$ cat config.mk
export PLATFORM = sky130hd
export DESIGN_NAME = bus_arbiter_2m1s
export DESIGN_NICKNAME = d
export VERILOG_FILES = /design/src/rtl/bus_pkg.sv /design/src/rtl/bus_arbiter_2m1s_rr_pick2.sv /design/src/rtl/bus_arbiter_2m1s.sv
export SDC_FILE = /design/constraint.sdc
export NUM_CORES = 1
export LEC_CHECK = 0
export ABC_AREA = 0
export ABC_CLOCK_PERIOD_IN_PS = 4300
export CAP_MARGIN = 20
export CORE_AREA = 4 4 119 121
export DETAILED_ROUTE_END_ITERATION = 10
export DIE_AREA = 0 0 123 125
export MAX_ROUTING_LAYER = met4
export SYNTH_ARGS = -nofsm -noshare
export SYNTH_HDL_FRONTEND = slang
export SYNTH_SLANG_ARGS = --single-unit
$ cat constraint.sdc
create_clock -name clk -period 4.3 [get_ports clk]
set_clock_uncertainty 0.15 [all_clocks]
set_input_delay 0.86 -clock clk [delete_from_list [all_inputs] [get_ports clk]]
set_output_delay 0.86 -clock clk [all_outputs]
set_load 0.1 [all_outputs]
$ cat src/rtl/bus_pkg.sv
// bus_pkg: shared types and constants for the two-master / one-slave bus.
//   ttype_t     - transfer direction (READ/WRITE)
//   tsize_t     - transfer size encoding
//   arb_state_t - arbiter FSM states
//   SEL_MSB/LSB - address bits that carry the slave select field
package bus_pkg;

  typedef enum logic {
    READ  = 1'b0,
    WRITE = 1'b1
  } ttype_t;

  typedef enum logic [1:0] {
    SZ_BYTE = 2'd0,
    SZ_HALF = 2'd1,
    SZ_WORD = 2'd2
  } tsize_t;

  typedef enum logic [1:0] {
    IDLE    = 2'd0,
    GRANTED = 2'd1,
    BUSY    = 2'd2,
    ERR     = 2'd3
  } arb_state_t;

  localparam int SEL_MSB = 31;
  localparam int SEL_LSB = 28;

endpackage

$ cat src/rtl/bus_arbiter_2m1s_rr_pick2.sv
// rr_pick2: combinational two-way round-robin picker.
//   i_req[1:0] - request vector (bit n = master n)
//   i_last     - index of the master that owned the bus most recently
//   o_gntIdx   - index of the winning master (meaningful when o_any=1)
//   o_any      - at least one request is pending
module rr_pick2 (
  input  logic [1:0] i_req,
  input  logic       i_last,
  output logic       o_gntIdx,
  output logic       o_any
);

  // On a tie the master that did not own the bus last wins; otherwise
  // the lone requester wins (bit 1 set means master 1 is asking).
  always_comb begin
    o_any    = |i_req;
    o_gntIdx = (i_req == 2'b11) ? ~i_last : i_req[1];
  end

endmodule

$ cat src/rtl/bus_arbiter_2m1s.sv
// bus_arbiter_2m1s: shares one slave port between two masters with a
// registered round-robin grant held for a whole transaction.
//   clk, rst_n             - clock (rising edge), async active-low reset
//   i_mN_breq/bstart       - master N bus request / transaction start
//   i_mN_addr/wdata        - master N address and write data
//   i_mN_tsize/ttype       - master N transfer size and direction
//   o_mN_bgnt/bdone/berror - master N grant, completion, error
//   o_mN_rdata             - master N read data
//   o_s0_ss/bstart         - slave select and transaction start
//   o_s0_addr/wdata/tsize/ttype - forwarded owner request fields
//   i_s0_bdone/rdata       - slave completion and read data
// A decode miss or a slave that never answers within TIMEOUT_CYC busy
// cycles ends the transaction with bdone+berror for one cycle.
module bus_arbiter_2m1s
  import bus_pkg::*;
#(
  parameter logic [3:0] SLAVE_SEL   = 4'hF,
  parameter int         TIMEOUT_CYC = 256,
  parameter int         TO_W        = $clog2(TIMEOUT_CYC + 1)
) (
  input  logic        clk,
  input  logic        rst_n,
  input  logic        i_m0_breq,
  input  logic        i_m0_bstart,
  input  logic [31:0] i_m0_addr,
  input  logic [31:0] i_m0_wdata,
  input  logic [1:0]  i_m0_tsize,
  input  logic        i_m0_ttype,
  output logic        o_m0_bgnt,
  output logic        o_m0_bdone,
  output logic        o_m0_berror,
  output logic [31:0] o_m0_rdata,
  input  logic        i_m1_breq,
  input  logic        i_m1_bstart,
  input  logic [31:0] i_m1_addr,
  input  logic [31:0] i_m1_wdata,
  input  logic [1:0]  i_m1_tsize,
  input  logic        i_m1_ttype,
  output logic        o_m1_bgnt,
  output logic        o_m1_bdone,
  output logic        o_m1_berror,
  output logic [31:0] o_m1_rdata,
  output logic        o_s0_ss,
  output logic        o_s0_bstart,
  output logic [31:0] o_s0_addr,
  output logic [31:0] o_s0_wdata,
  output logic [1:0]  o_s0_tsize,
  output logic        o_s0_ttype,
  input  logic        i_s0_bdone,
  input  logic [31:0] i_s0_rdata
);

  localparam logic [TO_W-1:0] TO_LAST = TO_W'(TIMEOUT_CYC - 1);

  arb_state_t      r_state, w_nextState;
  logic            r_owner, w_nextOwner;
  logic            r_rrLast, w_nextRrLast;
  logic [TO_W-1:0] r_toCnt, w_nextToCnt;

  logic [1:0]  w_req;
  logic        w_pickIdx;
  logic        w_pickAny;
  logic        w_ownBreq;
  logic        w_ownBstart;
  logic [31:0] w_ownAddr;
  logic [31:0] w_ownWdata;
  logic [1:0]  w_ownTsize;
  logic        w_ownTtype;
  logic        w_hit;

  logic        w_bgnt;
  logic        w_bdone;
  logic        w_berror;
  logic [31:0] w_rdata;

  assign w_req = {i_m1_breq, i_m0_breq};

  rr_pick2 u_pick (
    .i_req    (w_req),
    .i_last   (r_rrLast),
    .o_gntIdx (w_pickIdx),
    .o_any    (w_pickAny)
  );

  assign w_ownBreq   = r_owner ? i_m1_breq   : i_m0_breq;
  assign w_ownBstart = r_owner ? i_m1_bstart : i_m0_bstart;
  assign w_ownAddr   = r_owner ? i_m1_addr   : i_m0_addr;
  assign w_ownWdata  = r_owner ? i_m1_wdata  : i_m0_wdata;
  assign w_ownTsize  = r_owner ? i_m1_tsize  : i_m0_tsize;
  assign w_ownTtype  = r_owner ? i_m1_ttype  : i_m0_ttype;
  assign w_hit       = (w_ownAddr[SEL_MSB:SEL_LSB] == SLAVE_SEL);

  // Next-state logic. rr_last is only updated when ownership is given up,
  // so a transaction aborted by reset never counts as a turn.
  always_comb begin
    w_nextState  = r_state;
    w_nextOwner  = r_owner;
    w_nextRrLast = r_rrLast;
    w_nextToCnt  = r_toCnt;
    case (r_state)
      IDLE: begin
        if (w_pickAny) begin
          w_nextState = GRANTED;
          w_nextOwner = w_pickIdx;
        end
      end
      GRANTED: begin
        if (w_ownBstart) begin
          w_nextState = BUSY;
          w_nextToCnt = '0;
        end else if (!w_ownBreq) begin
          w_nextState  = IDLE;
          w_nextRrLast = r_owner;
        end
      end
      BUSY: begin
        if (!w_hit) begin
          w_nextState = ERR;
        end else if (i_s0_bdone) begin
          w_nextState  = IDLE;
          w_nextRrLast = r_owner;
        end else if (r_toCnt >= TO_LAST) begin
          w_nextState = ERR;
        end else if (r_toCnt != '1) begin
          w_nextToCnt = r_toCnt + TO_W'(1);
        end
      end
      ERR: begin
        w_nextState  = IDLE;
        w_nextRrLast = r_owner;
      end
      default: begin
        w_nextState = IDLE;
      end
    endcase
  end

  // State register; master 0 wins the first tie after reset.
  always_ff @(posedge clk or negedge rst_n) begin
    if (!rst_n) begin
      r_state  <= IDLE;
      r_owner  <= 1'b0;
      r_rrLast <= 1'b1;
      r_toCnt  <= '0;
    end else begin
      r_state  <= w_nextState;
      r_owner  <= w_nextOwner;
      r_rrLast <= w_nextRrLast;
      r_toCnt  <= w_nextToCnt;
    end
  end

  // Bus muxing. Everything is decoded from registered state, so reset
  // clears the grant and slave select immediately. The slave only sees the
  // owner's bstart while busy, and slave bdone/rdata only pass through on
  // a decode hit.
  always_comb begin
    o_s0_ss     = 1'b0;
    o_s0_bstart = 1'b0;
    o_s0_addr   = i_m0_addr;
    o_s0_wdata  = i_m0_wdata;
    o_s0_tsize  = i_m0_tsize;
    o_s0_ttype  = i_m0_ttype;
    w_bgnt      = 1'b0;
    w_bdone     = 1'b0;
    w_berror    = 1'b0;
    w_rdata     = 32'h0;
    if (r_state != IDLE) begin
      o_s0_addr  = w_ownAddr;
      o_s0_wdata = w_ownWdata;
      o_s0_tsize = w_ownTsize;
      o_s0_ttype = w_ownTtype;
      w_bgnt     = 1'b1;
    end
    case (r_state)
      BUSY: begin
        o_s0_ss     = w_hit;
        o_s0_bstart = w_ownBstart;
        if (w_hit) begin
          w_bdone = i_s0_bdone;
          w_rdata = i_s0_rdata;
        end
      end
      ERR: begin
        w_bdone  = 1'b1;
        w_berror = 1'b1;
      end
      default: begin
      end
    endcase
    o_m0_bgnt   = w_bgnt   & ~r_owner;
    o_m0_bdone  = w_bdone  & ~r_owner;
    o_m0_berror = w_berror & ~r_owner;
    o_m0_rdata  = r_owner ? 32'h0 : w_rdata;
    o_m1_bgnt   = w_bgnt   & r_owner;
    o_m1_bdone  = w_bdone  & r_owner;
    o_m1_berror = w_berror & r_owner;
    o_m1_rdata  = r_owner ? w_rdata : 32'h0;
  end

endmodule

* Word level (Yosys, flattened, before mapping)
Index checks and enable logic that the tools add are counted.
Word-level totals: output and inout bits 139, bits in registers 13
Cells by class: order comparisons 1, bitwise logic cells 8, muxes and demuxes 39, reductions and logical operators 9, add/sub/neg operators 1, equality and inequality tests 17
Operators by type and width (count):
- 32-bit two-way mux | 8
- 9-bit two-way mux | 5
- 9-bit case mux with 2 select lines | 1
- 2-bit two-way mux | 8
- 2-bit inequality test, second input constant | 8
- 1-bit two-way mux | 14
- 9-bit by 1-bit adder with 9-bit output, second input constant | 1
- 9-bit by 8-bit >= comparator with 1-bit output, second input constant | 1
- 9-bit inequality test, second input constant | 1
- 2-bit case mux with 4 select lines | 1
- 1-bit AND | 6
- 2-bit == test, second input constant | 3
- 6-bit AND reduction | 1
- 5-bit AND reduction | 1
- 4-bit == test, second input constant | 1
- 4-bit inequality test, second input constant | 1
- 2-bit nonzero test | 2
- 3-bit inequality test, second input constant | 1
- 1-bit case mux with 3 select lines | 1
- 3-bit AND reduction | 1
- 3-bit nonzero test | 1
- 2-bit by 1-bit == test with 1-bit output, second input constant | 1
- 2-bit logical NOT | 1
- 2-bit by 1-bit inequality test with 1-bit output, second input constant | 1
- other kinds (4) | 5

* Logic depth before layout (Yosys ltp)
word-level depth 6, mapped depth 11, depth with buffers taken out 10

* Cells and area by module
From an unflattened synthesis, not the netlist that was laid out.
Second synthesis, totals: cells, all modules 257, area total of the unflattened synthesis 2159.6 sq um
Modules (own cells, without submodules):
- bus_arbiter_2m1s | sequential area each 326.6 sq um, times used 1, area each 2145.8 sq um, cells an instance 255
- rr_pick2 | sequential area each 0.0 sq um, times used 1, area each 13.8 sq um, cells an instance 2

* Least setup slack after synthesis
No wires, ideal clock.
kind input-to-output, start point input i_m0_addr[28], end point output o_m0_bdone, cell stages on the path 5, path buffers 0, arrival time 2837 ps, slack 453 ps, data required time 3290 ps, cell sequence nor2b_1 > nand4_1 > a21oi_1 > o21ai_0 > nor2_1
Between the ends: cells in the longest elaborated chain, start to end 5
Ends and longest elaborated chain:
- from (decl) | line bus_arbiter_2m1s.sv:25 | input logic [31:0] i_m0_addr,
- 32-bit two-way mux | line bus_arbiter_2m1s.sv:87 | assign w_ownAddr = r_owner ? i_m1_addr : i_m0_addr;
- 4-bit == test | line bus_arbiter_2m1s.sv:91 | assign w_hit = (w_ownAddr[SEL_MSB:SEL_LSB] == SLAVE_SEL);
- 1-bit two-way mux | line bus_arbiter_2m1s.sv:179 | if (w_hit) begin
- 1-bit case mux with 2 select lines | line bus_arbiter_2m1s.sv:175 | case (r_state)
- 1-bit AND | line bus_arbiter_2m1s.sv:192 | o_m0_bdone = w_bdone & ~r_owner;
- to (decl) | line bus_arbiter_2m1s.sv:30 | output logic o_m0_bdone,
Every way passes these cells.

* Final worst setup path
start point input i_m1_addr[28], end point output o_m1_rdata[10]
Between the ends: cells in the longest elaborated chain, start to end 5
Ends and longest elaborated chain:
- from (decl) | line bus_arbiter_2m1s.sv:35 | input logic [31:0] i_m1_addr,
- 32-bit two-way mux | line bus_arbiter_2m1s.sv:87
- 4-bit == test | line bus_arbiter_2m1s.sv:91
- 32-bit two-way mux | line bus_arbiter_2m1s.sv:179
- 32-bit two-way mux | line bus_arbiter_2m1s.sv:175
- 32-bit two-way mux | line bus_arbiter_2m1s.sv:198 | o_m1_rdata = r_owner ? w_rdata : 32'h0;
- to (decl) | line bus_arbiter_2m1s.sv:42 | output logic [31:0] o_m1_rdata,
Every way passes these cells.

==> summary.md <==
The run finished with clean final reports. The leakage component of the power is 2.502 nW. The setup TNS after final layout is 0 ns. The number of placement rows was 42; the setup slack on the worst flop-to-flop path was 1.63 ns. Input and output buffers added on the ports amount to 311. The die covers 15380 um^2.

The maximum number of pins on one net before global-route repair came out at 37. Walking the worst path, the cells encountered are clkdlybuf4s50_1 -> and3_1 -> nand3_1 -> nor3_2 -> buf_12 -> and2_1 -> buf_12. In this run the cell area of the synthesized design comes to 2101 um^2.

The number of sinks driven by the clock tree was 13. For this run, the detailed router's first-pass iteration total came to 4. In this run the worst hold path is classified as reg -> reg. The share of async-settable or async-resettable flops after synthesis was 100.0%.

After detailed routing, the number of remaining DRC violations is 0. In the layout the commonest cells are clkdlybuf4s50_1, buf_4, mux2_2, buf_12, and2_1. For this configuration, the core starts out at a cell density of 16.05%.

The start point of the critical path is i_m1_addr[28]. The tools report the capturing element type of the critical path as a primary output. In the final routed layout, each cell accounts on average for 18.63 um. Largest area contributor in the synthesized netlist: mux2_2.

The tools report the number of H-tree branching levels as 1. After the first detailed-routing iteration, the DRC count stood at 177. The number of failing hold endpoints at the final stage came out at 0. Kind of start point of the critical path: an input pin.

In the routed layout, each cell is associated on average with a via count of 4.268. The mean instance size in the synthesized netlist is 8.370 um^2. The congestion estimate from routability-driven global placement came to 0.8797. The final max-slew violation count was 0.

The repair_antennas step left the layout with diodes totalling 0. The kind of cell adding the most delay to the critical path is simple AND/OR/NAND/NOR gates. Among all flip-flop cells after synthesis, the most frequent one is dfrtp_1. The maximum single-stage delay on the critical path was 0.48 ns; the data required time of the worst path was 3.29 ns. Summing over every cut layer, the via total after detailed routing is 3107.

The final worst-path cycle share was 87.86%; the number of synthesized flops with an enable pin was 0. The timing endpoint of the critical path is o_m1_rdata[10]. The number of antenna violations at the first check in global routing came out at 0. The run gives 0 as the count of nets left with antenna violations after detail routing.

By instance count, the cell type seen most on the critical path is buf_12. The startpoint identified for the worst hold timing path is r_toCnt[0]$_DFFE_PN0P_. Measured in cells, the most critical reg-to-reg path has a length of 5. Fill cells in the final layout number 1209. The vertical extent of the die is 125 um, and the number of buffers inserted by hold repair at cts is 0. For this run, the number of Yosys warnings is 0. Synthesis produced a netlist whose cell count is 251. Number of non-filler instances in the completed layout: 728. The buffer depth of the longest clock path was 2; the depth of the critical timing path with buffers and inverters included was 7. Setup repair after global routing left no endpoint under its margin. Among all stages on the critical path, the largest delay is contributed by clkdlybuf4s50_1. Along the worst path, the maximum fanout reaches 27.

IR analysis of the VDD net gives a maximum drop of 717.6 uV. The die is 123 um wide. The area added between synthesis and finish was 185.4%. The run gives 312 as the number of I/O pins.

Across every metal layer, demand over resource in global routing totals 16.94%. After detailed routing, the total wire length is 13560 um. Timing would allow up to 264.7 MHz. Clock-pin slew was measured on the worst setup and hold paths at 0.04 ns. The insertion delay to the later sink of the worst-skew pair came out at 0.24 ns. The areal power density over the cells came out at 625.0 nW/um^2.

The worst setup path is of the in -> out kind. Once the clock tree was built, the setup fixing pass inserted 0 buffers. The area share of the largest cell type after synthesis works out to 36.45%.

Ranked by total cell area, the synthesized netlist is headed by mux2_2, and2_1, dfrtp_1, clkbuf_1, and3_1. The post-route netlist has 40.04% of its cells at a drive strength greater than 1. At the worst endpoint, the arrival time is 2.77 ns. Commonest non-fill, non-tap cell in the layout: clkdlybuf4s50_1. Yosys mapped the design onto 35 distinct sky130hd cell types. Worst reg2reg path startpoint: r_owner$_DFFE_PN0P_. The critical path contains buffers and inverters numbering 3 combined. Setup violations remaining at the end of the flow were counted as 0. The tools report the max capacitance violation total as 0. The leftover overflow at the end of global routing came out at 0. The number of nets in the synthesized netlist is 427. The root buffer cell chosen for the clock tree is clkbuf_16. The core footprint is 13090 um^2, and the count of nets after finishing is 729. The via count of the first global-routing pass came out at 3252. The run gives 3 as the CTS buffer count. The synthesis-stage register bit count is 13, and the number of cells after detailed placement is 723.

The max-slew headroom at the worst pin was 32.12%; the number of resized instances in the post-cts repair step was 0. The worst register-to-register path ends at r_toCnt[4]$_DFFE_PN0P_. The logs give 12050 um for the sum of net half-perimeters after detailed placement and 19460 um for the wire length of the first global-routing pass.

At the pin with the least slew margin, the transition time is 1.015 ns. The sequential area share after synthesis was 15.54%; the final period demand of the worst path was 3.778 ns. TritonCTS built the clock tree.
## per-stage QoR
stage | instance area [um^2] | power (mW) | util [%] | hold WS (ns) | setup WS (ns)
final | 5996 | 3.748 | 45.82 | 0.3841 | 0.5218
after global routing | 5996 | 3.871 | 45.82 | 0.4047 | 0.2970
after CTS | 5968 | 3.743 | 45.61 | 0.3848 | 0.4278
after detailed placement | 5889 | 3.563 | 45.01 | 0.3757 | 0.4784
after global placement | 5889 | 3.551 | 45.01 | 0.3606 | 0.4827
after floorplan | 2101 | 2.797 | - | 0.3416 | 0.4532
## routing by layer
metal  share of wire [%]  GRT usage, %  wire [um]
met1                  34         17.08       4591
met2                  55         33.23       7436
met3                 9.9         3.252       1337
met4                 1.4         3.322        195
met5                   0             -          0
## worst min path at each step
stage	to	depth (start not counted)	slack, ns
CTS	r_toCnt[0]$_DFFE_PN0P_	1	0.38
floorplan	r_toCnt[0]$_DFFE_PN0P_	1	0.34
finish	r_toCnt[0]$_DFFE_PN0P_	1	0.38
detailed placement	r_toCnt[0]$_DFFE_PN0P_	1	0.38
global placement	r_toCnt[0]$_DFFE_PN0P_	1	0.36
global route	r_toCnt[2]$_DFFE_PN0P_	1	0.40
## sequential cells by signal, indices dropped and copies added (netlist names)
signal,cells
r_rrLast,1
r_toCnt,9
r_state,2
r_owner,1
## final cells by class
type | instances | area (um^2) | area share [%]
Timing Repair Buffer | 316 | 3664 | 61.10
Multi-Input combinational cell | 213 | 1684 | 28.09
Sequential cell | 13 | 326.6 | 5.447
Tap cell | 176 | 220.2 | 3.673
Clock buffer | 4 | 78.83 | 1.315
Inverter | 6 | 22.52 | 0.3756
## kinds of logic (layout without fill, tap and decap cells)
group / after synthesis / after routing / synth area share (%)
fa+ha+maj: 3 / 3 / 1.787
mux: 69 / 69 / 36.93
buf+inv: 25 / 326 / 5.062
simple gates: 113 / 113 / 31.03
xor+xnor: 1 / 1 / 0.4170
compound gates: 27 / 27 / 9.232
flops: 13 / 13 / 15.55
## synth_stat cells (4+ instances only)
cell / instances
o22ai_1: 6
nand2b_1: 4
nand2_1: 8
mux2_2: 68
dfrtp_1: 12
nor3_1: 7
clkbuf_1: 14
and2_1: 64
o21ai_0: 6
buf_2: 4
a21oi_1: 4
nor2_1: 9
inv_1: 6
nand3_1: 6
and3_1: 6
## power by group
part           switching, mW  internal, mW  total [mW]
logic                   2.48         0.895        3.38
clock network         0.0483         0.125       0.173
registers             0.0510         0.145       0.196
total                   2.58          1.17        3.75
## worst register-to-register path, stage by stage, from the launching register on
cell	delay (ns)
dfrtp_1	0.64
mux2i_1	0.18
or3b_1	0.52
a221oi_4	0.56
nor2_2	0.11
a221o_1	0.37
Power figures use the tool's default switching activity.
==> edit: new RTL, config.mk and constraints unchanged <==
Register the output `o_m1_berror`, cleared by the reset; this adds one clock of latency there. The other outputs are not delayed to match.
--- a/src/rtl/bus_arbiter_2m1s.sv
+++ b/src/rtl/bus_arbiter_2m1s.sv
@@ -54,2 +54,4 @@
 
+  logic o_m1_berror_d;
+
   arb_state_t      r_state, w_nextState;
@@ -196,3 +198,3 @@
     o_m1_bdone  = w_bdone  & r_owner;
-    o_m1_berror = w_berror & r_owner;
+    o_m1_berror_d = w_berror & r_owner;
     o_m1_rdata  = r_owner ? w_rdata : 32'h0;
@@ -200,2 +202,10 @@
 
+  always_ff @(posedge clk or negedge rst_n) begin
+    if (!rst_n) begin
+      o_m1_berror <= '0;
+    end else begin
+      o_m1_berror <= o_m1_berror_d;
+    end
+  end
+
 endmodule
Check against the original RTL: not equivalent (a bounded check fails within 4 cycles, from zero or initial values and one cycle with rst_n low).
==> edit against the unedited design <==
Worst setup slack better by 0.15 ns; critical path depth stayed put; synthesized area is 5.5% higher; total power is 0.75% higher; utilization is 0.67 points higher; final cell count is 1.1% higher; via count is 2.0% higher; first-iteration DRC count is 32% lower; sequential cell count is 1 higher; wire length is 0.74% higher; non-clock buffer count is 2 lower; design area is 1.5% higher; highest routed layer unchanged.
==> edit: results (changes against the unedited design) <==
status completed; mux share of post-synthesis cell area 35.0% (-1.9 points); number of DRC markers in iteration 0 121 (-32%); TritonCTS Buffers 3 (unchanged); Synth Area in Compound Gates 9.99% (+0.76 points); top cells by count, synth 65 x and2_1, 48 x mux2_2, 20 x mux2_1, 16 x nor2_1, 13 x dfrtp_1; Placer Congestion 0.866 (-1.5%); first-pass GRT wire length 19400 µm (-0.21%); Slew @ Worst Pin 1.00 ns (-0.0115 ns); clk root buf clkbuf_16; Synth Area in Adders 1.69% (-0.093 points); grt met2 use 29.7% (-3.6 points); routed wire length 13700 µm (+0.74%); vias in the first global route 3305 (+1.6%); XOR/XNOR Fraction of Synth Area 0% (-0.42 points); synth warn 0 (unchanged); wire length on met1 5020 µm (+9.4%); Place WS 0.647 ns (+0.168 ns); largest net degree at the start of global routing 69 (+86%); Worst path slowest cell clkdlybuf4s50_1; GRT Total Usage 16.6% (-0.37 points); met1 Use GR 18.0% (+0.94 points); placed cells 732 (+1.2%); Peak VDD IR 673 µV (-6.2%); sequential fraction of the synthesis area 15.9% (+0.32 points); Distinct cells, synth 43 (+23%); wire per inst 18.6 µm (-0.36%); Arr. time, crit path 2.61 ns (-0.16 ns); Post-Syn Nets 436 (+2.1%); HPWL after DPL 12000 µm (-0.52%); Synth Area per Inst 8.52 µm² (+1.8%); final-stage net count 737 (+1.1%); WL met2 6840 µm (-8.0%); filler cell count 1194 (-1.2%)
edit: changes by cell type after synthesis, sizes merged, moves of 3 or more:
| cell | change |
|---|---|
| a21boi | +3 |
| a21oi | +4 |
| buf | +4 |
| clkbuf | -5 |
| nand3 | -5 |
| nor2 | +6 |
| o22ai | -5 |
edit: final cells by class:
class | count | share of cell area [%]
Clock buffer | 4 | 1.46
Multi-Input combinational cell | 223 | 29.1
Timing Repair Buffer | 314 | 59.7
Sequential cell | 14 | 5.78
Tap cell | 176 | 3.62
Inverter | 5 | 0.309
edit: critical path, delay by kind of cell:
family                 cells  cell delay (ns)
buffers and inverters      2             0.70
AO/OA/AOI/OAI              2             0.42
AND/OR/NAND/NOR            3             0.63
edit: worst paths after layout:
kind	start	endpoint	slack (ns)	cells after the start
min in group asynchronous	rst_n	r_toCnt[4]	0.88	1
max in group asynchronous	rst_n	r_state[1]	2.69	1
hold / removal	r_toCnt[0]	r_toCnt[0]	0.39	1
hold reg to reg	r_toCnt[0]	r_toCnt[0]	0.39	1
setup / recovery	i_m0_addr[28]	o_m0_bdone	0.68	7
setup reg to reg	r_toCnt[3]	r_toCnt[6]	1.70	8
edit: report_power, final:
part           internal [W]  leakage (nW)  switching (W)
Sequential         0.000162         0.185      0.0000645
Combinational      0.000854          2.31        0.00250
Clock              0.000141        0.0442      0.0000576
edit: cell families after synthesis:
family | Yosys count
buffers and inverters | 23
DFF | 14
AOI/OAI and AO/OA | 31
adders and majority gates | 3
muxes | 69
and+or+nand+nor | 120
edit: metrics by stage:
step	hold WS [ns]	instance area, µm²	power, W	utilization [%]
floorplan	0.345	2220	0.00283	-
global placement	0.379	5990	0.00358	45.8
detailed placement	0.386	5990	0.00359	45.8
CTS	0.397	6080	0.00380	46.5
global route	0.424	6080	0.00388	46.5
finish	0.394	6080	0.00378	46.5
